## src/rtl/fetch_queue_if.sv

```systemverilog
`default_nettype none
// ============================================================================
// Module      : fetch_queue_if
// Description : Bundle of the fetch stage's memory request/response bus,
//               redirect input and decode-side valid/ready handshake.
//               master = fetch stage, slave = memory/decode/execute side.
// Revision    : 1.0 - initial release
// ============================================================================
interface fetch_queue_if #(
  parameter int DWIDTH = 32
);
  logic              redirect_fi;
  logic [DWIDTH-1:0] redirect_pc_fi;
  logic              imem_req_fo;
  logic [DWIDTH-1:0] imem_addr_fo;
  logic              imem_gnt_fi;
  logic              imem_rvalid_fi;
  logic [DWIDTH-1:0] imem_rdata_fi;
  logic              fetch_valid_fo;
  logic              fetch_ready_fi;
  logic [DWIDTH-1:0] pc_fo;
  logic [DWIDTH-1:0] pc_plus_fo;
  logic [DWIDTH-1:0] instruct_fo;

  modport master (
    input  redirect_fi, redirect_pc_fi, imem_gnt_fi, imem_rvalid_fi,
           imem_rdata_fi, fetch_ready_fi,
    output imem_req_fo, imem_addr_fo, fetch_valid_fo, pc_fo, pc_plus_fo,
           instruct_fo
  );

  modport slave (
    output redirect_fi, redirect_pc_fi, imem_gnt_fi, imem_rvalid_fi,
           imem_rdata_fi, fetch_ready_fi,
    input  imem_req_fo, imem_addr_fo, fetch_valid_fo, pc_fo, pc_plus_fo,
           instruct_fo
  );
endinterface
`default_nettype wire

```

## src/rtl/fetch_queue.sv

```systemverilog
`default_nettype none
// ============================================================================
// Module      : fetch_queue
// Description : Prefetching fetch stage. Issues word-aligned requests to
//               instruction memory under a credit limit, tracks in-flight
//               addresses, buffers responses in a DEPTH-entry queue and hands
//               them to decode. Redirects flush the queue and discard stale
//               in-flight responses.
// Revision    : 1.0 - initial release
// ============================================================================
module fetch_queue #(
  parameter int                DWIDTH          = 32,
  parameter int                DEPTH           = 4,
  parameter int                MAX_OUTSTANDING = 2,
  parameter logic [DWIDTH-1:0] RESET_PC        = '0
) (
  input  logic          Clk_Core,
  input  logic          Rst_Core,
  fetch_queue_if.master bus
);

  localparam int QAW = $clog2(DEPTH);
  localparam int CNTW = $clog2(DEPTH + 1);
  localparam int TAW = (MAX_OUTSTANDING > 1) ? $clog2(MAX_OUTSTANDING) : 1;
  localparam int OW = $clog2(MAX_OUTSTANDING + 1);

  // fetch PC and in-flight bookkeeping
  logic [DWIDTH-1:0] fetch_pc;
  logic [OW-1:0]     outstanding;
  logic [OW-1:0]     outstanding_next;
  logic [OW-1:0]     drop_cnt;

  // address-tracking FIFO: one entry per accepted, unreturned request
  logic [DWIDTH-1:0] trk_mem [MAX_OUTSTANDING];
  logic [TAW-1:0]    trk_wr;
  logic [TAW-1:0]    trk_rd;

  // instruction queue storage; the head entry drives decode directly
  logic [DWIDTH-1:0] pc_mem   [DEPTH];
  logic [DWIDTH-1:0] plus_mem [DEPTH];
  logic [DWIDTH-1:0] ins_mem  [DEPTH];
  logic [QAW-1:0]    q_wr;
  logic [QAW-1:0]    q_rd;
  logic [CNTW-1:0]   count;
  logic [CNTW-1:0]   count_next;

  logic credit;
  logic req;
  logic grant;
  logic resp;
  logic push;
  logic pop;
  logic valid;
  logic [DWIDTH-1:0] resp_addr;
  logic unused_pc_bits;

  function automatic logic [TAW-1:0] trk_inc(input logic [TAW-1:0] p);
    if (int'(p) == MAX_OUTSTANDING - 1) return '0;
    else return p + 1'b1;
  endfunction

  // Low two redirect bits are forced to zero, so they are intentionally unread.
  assign unused_pc_bits = ^bus.redirect_pc_fi[1:0];

  // Credit: never let queue entries plus in-flight requests exceed DEPTH,
  // so every response is guaranteed a free slot.
  assign credit = (int'(outstanding) < MAX_OUTSTANDING) &&
                  ((int'(count) + int'(outstanding)) < DEPTH);
  assign req    = !Rst_Core && !bus.redirect_fi && credit;
  assign grant  = req && bus.imem_gnt_fi;
  // A response with nothing outstanding is a protocol error and is ignored.
  assign resp   = bus.imem_rvalid_fi && (outstanding != '0);
  assign push   = resp && (drop_cnt == '0) && !bus.redirect_fi;
  assign valid  = (count != '0) && !bus.redirect_fi;
  assign pop    = valid && bus.fetch_ready_fi;
  assign resp_addr = trk_mem[trk_rd];

  assign bus.imem_req_fo    = req;
  assign bus.imem_addr_fo   = fetch_pc;
  assign bus.fetch_valid_fo = valid;
  assign bus.pc_fo          = pc_mem[q_rd];
  assign bus.pc_plus_fo     = plus_mem[q_rd];
  assign bus.instruct_fo    = ins_mem[q_rd];

  // Next values of the in-flight and queue-occupancy counters.
  always_comb begin
    outstanding_next = outstanding;
    count_next       = count;
    case ({grant, resp})
      2'b10:   outstanding_next = outstanding + OW'(1);
      2'b01:   outstanding_next = outstanding - OW'(1);
      default: outstanding_next = outstanding;
    endcase
    case ({push, pop})
      2'b10:   count_next = count + CNTW'(1);
      2'b01:   count_next = count - CNTW'(1);
      default: count_next = count;
    endcase
  end

  // State update: reset, then redirect (flush) taking priority over normal flow.
  always_ff @(posedge Clk_Core) begin
    if (Rst_Core) begin
      fetch_pc    <= RESET_PC;
      outstanding <= '0;
      drop_cnt    <= '0;
      trk_wr      <= '0;
      trk_rd      <= '0;
      q_wr        <= '0;
      q_rd        <= '0;
      count       <= '0;
      for (int i = 0; i < MAX_OUTSTANDING; i++) trk_mem[i] <= '0;
      for (int i = 0; i < DEPTH; i++) begin
        pc_mem[i]   <= '0;
        plus_mem[i] <= '0;
        ins_mem[i]  <= '0;
      end
    end else begin
      outstanding <= outstanding_next;
      // The tracking FIFO keeps running across redirects so stale responses
      // still retire their entries in order.
      if (grant) begin
        trk_mem[trk_wr] <= fetch_pc;
        trk_wr          <= trk_inc(trk_wr);
      end
      if (resp) trk_rd <= trk_inc(trk_rd);

      if (bus.redirect_fi) begin
        fetch_pc <= {bus.redirect_pc_fi[DWIDTH-1:2], 2'b00};
        // Everything still in flight after this cycle is stale.
        drop_cnt <= outstanding - OW'(resp);
        q_rd     <= q_wr;
        count    <= '0;
      end else begin
        if (grant) fetch_pc <= fetch_pc + DWIDTH'(4);
        if (resp && (drop_cnt != '0)) drop_cnt <= drop_cnt - OW'(1);
        if (push) begin
          pc_mem[q_wr]   <= resp_addr;
          plus_mem[q_wr] <= resp_addr + DWIDTH'(4);
          ins_mem[q_wr]  <= bus.imem_rdata_fi;
          q_wr           <= q_wr + 1'b1;
        end
        if (pop) q_rd <= q_rd + 1'b1;
        count <= count_next;
      end
    end
  end

endmodule
`default_nettype wire
```

## src/flat_wrapper.sv

```systemverilog
// flat-port wrapper written by rule: the top's interface ports become plain ports
module fetch_queue_flat 
#(
  parameter int                DWIDTH          = 32,
  parameter int                DEPTH           = 4,
  parameter int                MAX_OUTSTANDING = 2,
  parameter logic [DWIDTH-1:0] RESET_PC        = '0
)
  (Clk_Core, Rst_Core, bus_redirect_fi, bus_redirect_pc_fi, bus_imem_gnt_fi, bus_imem_rvalid_fi, bus_imem_rdata_fi, bus_fetch_ready_fi, bus_imem_req_fo, bus_imem_addr_fo, bus_fetch_valid_fo, bus_pc_fo, bus_pc_plus_fo, bus_instruct_fo);
  fetch_queue_if #(.DWIDTH(DWIDTH)) bus_i ();
  input  logic Clk_Core;
  input  logic Rst_Core;
  input wire logic [$bits(bus_i.redirect_fi)-1:0] bus_redirect_fi;
  input wire logic [$bits(bus_i.redirect_pc_fi)-1:0] bus_redirect_pc_fi;
  input wire logic [$bits(bus_i.imem_gnt_fi)-1:0] bus_imem_gnt_fi;
  input wire logic [$bits(bus_i.imem_rvalid_fi)-1:0] bus_imem_rvalid_fi;
  input wire logic [$bits(bus_i.imem_rdata_fi)-1:0] bus_imem_rdata_fi;
  input wire logic [$bits(bus_i.fetch_ready_fi)-1:0] bus_fetch_ready_fi;
  output wire logic [$bits(bus_i.imem_req_fo)-1:0] bus_imem_req_fo;
  output wire logic [$bits(bus_i.imem_addr_fo)-1:0] bus_imem_addr_fo;
  output wire logic [$bits(bus_i.fetch_valid_fo)-1:0] bus_fetch_valid_fo;
  output wire logic [$bits(bus_i.pc_fo)-1:0] bus_pc_fo;
  output wire logic [$bits(bus_i.pc_plus_fo)-1:0] bus_pc_plus_fo;
  output wire logic [$bits(bus_i.instruct_fo)-1:0] bus_instruct_fo;
  assign bus_i.redirect_fi = bus_redirect_fi;
  assign bus_i.redirect_pc_fi = bus_redirect_pc_fi;
  assign bus_i.imem_gnt_fi = bus_imem_gnt_fi;
  assign bus_i.imem_rvalid_fi = bus_imem_rvalid_fi;
  assign bus_i.imem_rdata_fi = bus_imem_rdata_fi;
  assign bus_i.fetch_ready_fi = bus_fetch_ready_fi;
  assign bus_imem_req_fo = bus_i.imem_req_fo;
  assign bus_imem_addr_fo = bus_i.imem_addr_fo;
  assign bus_fetch_valid_fo = bus_i.fetch_valid_fo;
  assign bus_pc_fo = bus_i.pc_fo;
  assign bus_pc_plus_fo = bus_i.pc_plus_fo;
  assign bus_instruct_fo = bus_i.instruct_fo;
  fetch_queue #(.DWIDTH(DWIDTH), .DEPTH(DEPTH), .MAX_OUTSTANDING(MAX_OUTSTANDING), .RESET_PC(RESET_PC)) u_core (.Clk_Core(Clk_Core), .Rst_Core(Rst_Core), .bus(bus_i));
endmodule
```

## config.mk

```make
export PLATFORM = sky130hd
export DESIGN_NAME = fetch_queue_flat
export DESIGN_NICKNAME = d
export VERILOG_FILES = /design/src/rtl/fetch_queue_if.sv /design/src/rtl/fetch_queue.sv /design/src/flat_wrapper.sv
export SDC_FILE = /design/constraint.sdc
export NUM_CORES = 1
export LEC_CHECK = 0
export CAP_MARGIN = 25
export CELL_PAD_IN_SITES_DETAIL_PLACEMENT = 1
export CELL_PAD_IN_SITES_GLOBAL_PLACEMENT = 1
export CORE_MARGIN = 2
export CORE_UTILIZATION = 48
export DETAILED_ROUTE_END_ITERATION = 10
export GPL_TIMING_DRIVEN = 0
export MAX_ROUTING_LAYER = met4
export PLACE_DENSITY = 0.81
export RECOVER_POWER = 25
export SETUP_SLACK_MARGIN = 0.2
export SYNTH_ARGS = -nofsm -noshare
export SYNTH_HDL_FRONTEND = slang
export SYNTH_SLANG_ARGS = --single-unit
```

## constraint.sdc

```tcl
create_clock -name Clk_Core -period 10.8 [get_ports Clk_Core]
set_input_delay 1.62 -clock Clk_Core [delete_from_list [all_inputs] [get_ports Clk_Core]]
set_output_delay 1.62 -clock Clk_Core [all_outputs]
set_load 0.01 [all_outputs]
```

==> results.toml, run 1 <==
[pwr]
fin_total_pwr_mw = 4.23
internal-power_mw = 3.16
p_comb_share_pct = 11.9
leakage_nw = 9.38
sw_frac_of_total_pct = 25.3
power_dissipated_by_switching_net_loads_mw = 1.07
power.share.clock_pct = 37.9
share_seq_of_total_power_pct = 50.2
max-vdd-ir-drop_v = 0.000112
powerDensity_nw_per_um2 = 162

[flow_run]
maxCapViolCount = 0

[detailed_routing]
total_wire_length_mm = 65.1
drt_drc_violations_left = 0
viasPerCell = 5.93
dr_total_vias = 14800
antenna_left = 0
firstDrtPassIters = 5
drt_first_iter_violations = 1513
routed_wire_length_per_instance_um = 26.1

[critical_path]
critical_path.most_common_cell = "sky130_fd_sc_hd__clkbuf_1"
critical_path_arrival_ns = 5.82
worstSetupEndpointType = "flip-flop"
largest_stage_delay_worst_path_ns = 0.68
worstSetupStartpoint = "bus_imem_rvalid_fi"
setup.worst_path.class = "in2reg"
worst_setup_path_endpoint = "u_core.ins_mem[0][21]"
timing.reg2reg.worst_path_depth = 10
timing.critical_path.slowest_stage_cell = "sky130_fd_sc_hd__clkbuf_1"
worst-r2r-setup-slack_ns = 5.85
cp_cell_sequence = "dlygate4sd3_1 -> o21ai_0 -> or2_0 -> clkbuf_1 -> or3_1 -> clkbuf_1 -> clkbuf_1 -> clkbuf_1 -> nand2_4 -> buf_16"
critical_path.startpoint_type = "input pin"
critical_path.reg2reg.endpoint = "u_core.ins_mem[0][21]"
required_ns = 11.11
reg2reg_launch_point = "u_core.outstanding[1]"
critPathMaxFanout = 54

[placement]
place.detailed.instances = 2398
hpwlAfterDp_mm = 45.2
io_buffer_count = 189
gpl.final_weighted_congestion = 0.876
placed_area_um2 = 24700
post-place-ws_ns = 5.25

[sta]
setup_slack_ns = 5.29
setup_viol = 0
final_hold_viol_count = 0
whs_ns = 0.535
timing.max_slew.rel_slack_pct = 18.3
worst-slew-pin-transition_ns = 1.21
fmax_ghz = 0.181
fin_tns_setup_ns = 0
share_of_the_clock_period_used_by_the_worst_path_after_layout_pct = 51.0
slew_viol_final = 0
timing.clock.skew_ns = 0.0165
rsz_0062_raised_after_global_routing = "no"
post-route-min-period_ns = 5.51

[grt]
grt_start_max_net_pins = 56
gr-usage-all-layers_pct = 28.9
grt_overflow_total = 0
grt_antenna_before_repair = 0
grt_pass1_vias = 15900
grt_pass1_wl_mm = 98.9

[floorplanning]
die-area_um2 = 46900
core_area_um2 = 44400
chip_width_um = 217
num_rows = 77
initial_core_util_pct = 48.8
io-pin-count = 200
die_height_um = 217

[clock_tree]
cts.sink_count = 474
cts_made_buffers = 50
post_cts_hold_buffer_count = 0
clock_tree.root_cell = "sky130_fd_sc_hd__clkbuf_16"
cts-root-to-sink-buffers = 3
post_cts_setup_driven_buffer_insertion_count = 0
htree_levels = 2
clk_transition_reported_paths_ns = 0.06
cts_resized = 0
cts_tree = "built"
worstSkewPairLatency_ns = 0.60

[final_layout]
final.fill_count = 4313
fin_util_pct = 58.9
fin_area_um2 = 26200
antenna_cells = 0
final-instance-count-excl-fill = 2496
number_of_nets_at_the_end_of_the_flow = 1944
syn2layout_area_growth_pct = 20.6
final_layout_size_suffix_gt1_share_pct = 14.2

[logic_synthesis]
post_syn_area_per_cell_um2 = 13.5
yosys_most_used_dff = "sky130_fd_sc_hd__edfxtp_1"
synth_cell_type_count = 72
ys_async_sr_fraction_pct = 0
synth_sequential_area_ratio_pct = 63.5
syn_inst = 1601
yosys_warnings = 0
synth_edf_count = 428
mappedNetlistArea_um2 = 21700
yosys_register_bits = 474

[run_status]
run_status = "finished, final reports clean"

[min_path]
min_path_type = "reg2reg"
hold_start = "u_core.trk_rd"
==> power groups by stage <==
stage / Sequential, mW / Combinational, mW / Clock (mW)
finish: 2.12 / 0.504 / 1.60
global route: 2.13 / 0.536 / 1.67
CTS: 2.12 / 0.507 / 1.62
detailed placement: 2.16 / 0.503 / 0
global placement: 2.17 / 0.475 / 0
floorplan: 2.15 / 0.268 / 0
==> per-layer routing <==
layer | up-vias | part of all wire [%] | GRT usage [%]
li1 | 6427 | - | -
met1 | 7627 | 40 | 35.6
met2 | 614 | 51 | 48.5
met3 | 133 | 6.4 | 5.21
met4 | 0 | 3.2 | 9.82
met5 | - | 0 | -
==> registers in the layout, summed over array words and instances (netlist names), named ones only <==
name / count
u_core.ins_mem: 128
u_core.pc_mem: 120
u_core.plus_mem: 120
u_core.trk_mem: 60
u_core.bus.imem_addr_fo: 30
u_core.count: 3
u_core.drop_cnt: 2
u_core.outstanding: 2
u_core.q_rd: 2
u_core.q_wr: 2
u_core.trk_rd: 1
u_core.trk_wr: 1
==> synth_stat cells, drive strengths merged, types with 3 or more instances <==
cell,n,share of area (%)
o21a,5,0.17
clkbuf,56,0.97
nor4,7,0.48
a21oi,27,0.69
nand3,30,0.74
nor2,301,5.4
nand2,93,1.6
a31oi,14,0.40
mux2i,28,1.3
edfxtp,428,59
mux4,92,9.6
and2,63,1.8
o211ai,10,0.35
or3,14,0.40
buf,53,1.5
xnor2,19,0.77
dfxtp,46,4.2
o21ai,19,0.44
and3,35,1.0
xor2,9,0.36
mux2,49,2.5
nor3,56,1.5
nand2b,4,0.12
nand4b,5,0.27
a211oi,7,0.24
nand3b,6,0.21
ha,7,0.40
a32oi,3,0.12
inv,58,1.0
nand4,21,0.61
==> area by class of cell <==
| type | count | area (um^2) | share of cell area (%) |
|---|---|---|---|
| sequential | 474 | 13800 | 52.6 |
| clock inverter | 28 | 169 | 0.646 |
| buffer | 109 | 483 | 1.85 |
| tap | 592 | 741 | 2.83 |
| clock buffer | 62 | 1300 | 4.95 |
| timing repair buffer | 208 | 2270 | 8.69 |
| multi-input combinational | 963 | 7200 | 27.5 |
| inverter | 60 | 225 | 0.861 |
==> cell usage in the layout, fill, tap and decap left out, types with 33 or more instances in the layout <==
cell type,synthesis,final
sky130_fd_sc_hd__clkbuf_1,56,80
sky130_fd_sc_hd__and3_1,35,35
sky130_fd_sc_hd__mux2_2,45,44
sky130_fd_sc_hd__clkdlybuf4s50_1,0,156
sky130_fd_sc_hd__nor2_1,295,296
sky130_fd_sc_hd__nand2_1,92,89
sky130_fd_sc_hd__dlygate4sd3_1,0,33
sky130_fd_sc_hd__inv_1,58,58
sky130_fd_sc_hd__mux4_2,92,92
sky130_fd_sc_hd__and2_1,63,53
sky130_fd_sc_hd__clkbuf_16,0,50
sky130_fd_sc_hd__dfxtp_1,46,46
sky130_fd_sc_hd__nor3_1,47,49
sky130_fd_sc_hd__edfxtp_1,428,428
==> worst max-delay path: cells and delay by family <==
family                 cells  cell delay (ns)
buffers and inverters      6             2.79
AOI/OAI and AO/OA          1             0.46
and+or+nand+nor            3             0.91
==> cells by family (layout without fill, tap and decap cells) <==
kind of cell             count (synthesis)  in the layout  synth area share [%]
AND/OR/NAND/NOR                        648            648                  14.8
flip-flops                             474            474                  63.5
multiplexers                           169            169                  13.4
buffers and inverters                  169            467                  3.50
AO/OA/AOI/OAI                          104            104                  3.19
XOR/XNOR                                28             28                  1.13
adder cells (fa/ha/maj)                  8              8                 0.496
other                                    1              6                0.0173
==> how the worst min path moves through the flow <==
stage,end,slack (ns),depth (start not counted)
6_report,u_core.trk_rd,0.53,2
2_1_floorplan,flip-flop,0.47,2
5_1_grt,u_core.trk_rd,0.56,2
4_1_cts,u_core.trk_rd,0.53,2
3_3_place_gp,flip-flop,0.49,2
3_5_place_dp,u_core.trk_rd,0.51,2
(Power assumes the default switching activity.)
==> run 2: changes to the inputs <==
clock period = 5.18 ns   (was 10.8 ns; I/O delays follow)
==> results.toml, run 2 (same netlist as run 1, synthesis figures left out) <==
[run_status]
run_status = "finished, violations left"
violations = "capacitance limit, slew limit"

[critical_path]
cp_cell_sequence = "clkbuf_1 -> nand2b_1 -> clkbuf_1 -> or3_1 -> clkbuf_1 -> clkbuf_1 -> clkbuf_1 -> nand2_4 -> buf_16"
critical_path.most_common_cell = "sky130_fd_sc_hd__clkbuf_1"
worstSetupStartpoint = "u_core.q_wr[0]"
worstSetupEndpointType = "flip-flop"
crit_family = "buffers and inverters"
critical_path_arrival_ns = 4.82
required_ns = 5.48
reg2reg_launch_point = "u_core.q_wr[0]"
critPathMaxFanout = 49
critical_path.startpoint_type = "flip-flop"
timing.critical_path.slowest_stage_cell = "sky130_fd_sc_hd__clkbuf_1"
setup.worst_path.class = "reg2reg"
largest_stage_delay_worst_path_ns = 0.63
critical_path.n_buffers_inverters = 6

[floorplanning]
num_rows = 77
die_height_um = 217
io-pin-count = 200
initial_core_util_pct = 48.8
chip_width_um = 217
core_area_um2 = 44400
die-area_um2 = 46900

[placement]
io_buffer_count = 189
placed_area_um2 = 24700
hpwlAfterDp_mm = 45.7
gpl.final_weighted_congestion = 0.898
place.detailed.instances = 2400
post-place-ws_ns = 0.308

[final_layout]
most_common_cell_after_layout_fill_and_taps_aside = "sky130_fd_sc_hd__edfxtp_1"
final-instance-count-excl-fill = 2496
antenna_cells = 0
final.fill_count = 4315
regMostFlops = "u_core.ins_mem"
syn2layout_area_growth_pct = 20.5
max_reg_flops = 128
final_layout_size_suffix_gt1_share_pct = 14.3
largest_registers_ranked_by_flip_flop_count = "u_core.ins_mem: 128 flops, u_core.pc_mem: 120 flops, u_core.plus_mem: 120 flops"
mostFrequentLayoutCells = "sky130_fd_sc_hd__edfxtp_1, sky130_fd_sc_hd__nor2_1, sky130_fd_sc_hd__clkdlybuf4s50_1"
fin_util_pct = 58.8
number_of_nets_at_the_end_of_the_flow = 1941
fin_area_um2 = 26100

[clock_tree]
post_cts_setup_driven_buffer_insertion_count = 0
post_cts_hold_buffer_count = 0
cts.sink_count = 474
clk_transition_reported_paths_ns = 0.06
worstSkewPairLatency_ns = 0.59
clock_tree.root_cell = "sky130_fd_sc_hd__clkbuf_16"
cts_made_buffers = 50
htree_levels = 2
cts_resized = 0
cts-root-to-sink-buffers = 3
cts_tree = "built"

[detailed_routing]
antenna_left = 0
drt_drc_violations_left = 0
dr_total_vias = 14900
viasPerCell = 5.98
firstDrtPassIters = 5
total_wire_length_mm = 66.5
drt_first_iter_violations = 1701
routed_wire_length_per_instance_um = 26.6

[sta]
timing.clock.skew_ns = 0.0117
slew_viol_final = 29
timing.max_slew.rel_slack_pct = -2.15
worst-slew-pin-transition_ns = 1.53
share_of_the_clock_period_used_by_the_worst_path_after_layout_pct = 87.4
setup_slack_ns = 0.651
final_hold_viol_count = 0
setup_viol = 0
rsz_0062_raised_after_global_routing = "no"
post-route-min-period_ns = 4.53
fmax_ghz = 0.221

[grt]
gr-usage-all-layers_pct = 29.5
grt_overflow_total = 0
grt_start_max_net_pins = 56
grt_antenna_before_repair = 0
grt_pass1_vias = 15900
grt_pass1_wl_mm = 100

[pwr]
max-vdd-ir-drop_v = 0.000256
leakage_nw = 9.33
powerDensity_nw_per_um2 = 340

[flow_run]
maxCapViolCount = 1

[min_path]
min_path_type = "reg2reg"
hold_start = "u_core.trk_rd"
## run 2: layer usage
metal  part of all wire [%]  track usage, %  wire, um  vias to the layer above
met1                     38            36.0     25400                     7652
met2                     52            49.9     34300                      697
met3                    6.9            4.90      4600                      134
met4                    3.2            10.4      2110                        0
li1                       -               -         -                     6433
met5                      0               -         0                        -
## run 2: area by class of cell
type	count	area (um^2)	area share [%]
well taps	592	741	2.84
clock inverters	38	248	0.948
inverters	60	225	0.862
repair buffers	205	2200	8.41
clock buffers	55	1270	4.86
multi-input cells	963	7190	27.5
plain buffers	109	475	1.82
flip-flops and latches	474	13800	52.7
## run 2: power breakdown
group	leakage, nW	switching [mW]	internal [mW]
combinational	3.78	0.629	0.418
sequential	4.80	0.0896	4.34
clock	0.751	1.53	1.87
total	9.33	2.25	6.63
## run 2: worst reg2reg max path: stages (launching register included)
cell and delay (ns):
sky130_fd_sc_hd__dfxtp_1 0.30, sky130_fd_sc_hd__clkbuf_1 0.36, sky130_fd_sc_hd__nand2b_1 0.19, sky130_fd_sc_hd__clkbuf_1 0.48
sky130_fd_sc_hd__or3_1 0.21, sky130_fd_sc_hd__clkbuf_1 0.30, sky130_fd_sc_hd__clkbuf_1 0.64, sky130_fd_sc_hd__clkbuf_1 0.63
sky130_fd_sc_hd__nand2_4 0.63, sky130_fd_sc_hd__buf_16 0.45
## run 2: metrics by stage
stage | TNS, ns | hold WS, ns | total power [mW]
finish | 0 | 0.516 | 8.87
global route | 0 | 0.524 | 9.10
CTS | 0 | 0.505 | 8.91
detailed placement | 0 | 0.503 | 5.55
global placement | -794.72 | 0.483 | 5.50
floorplan | 0 | 0.472 | 5.04
## run 2: worst paths after layout
kind / end / slack, ns / cells past startpoint
min: u_core.trk_rd / 0.52 / 2
max: u_core.pc_mem[2][5] / 0.65 / 9
min reg2reg: u_core.trk_rd / 0.52 / 2
max reg2reg: u_core.pc_mem[2][5] / 0.65 / 9
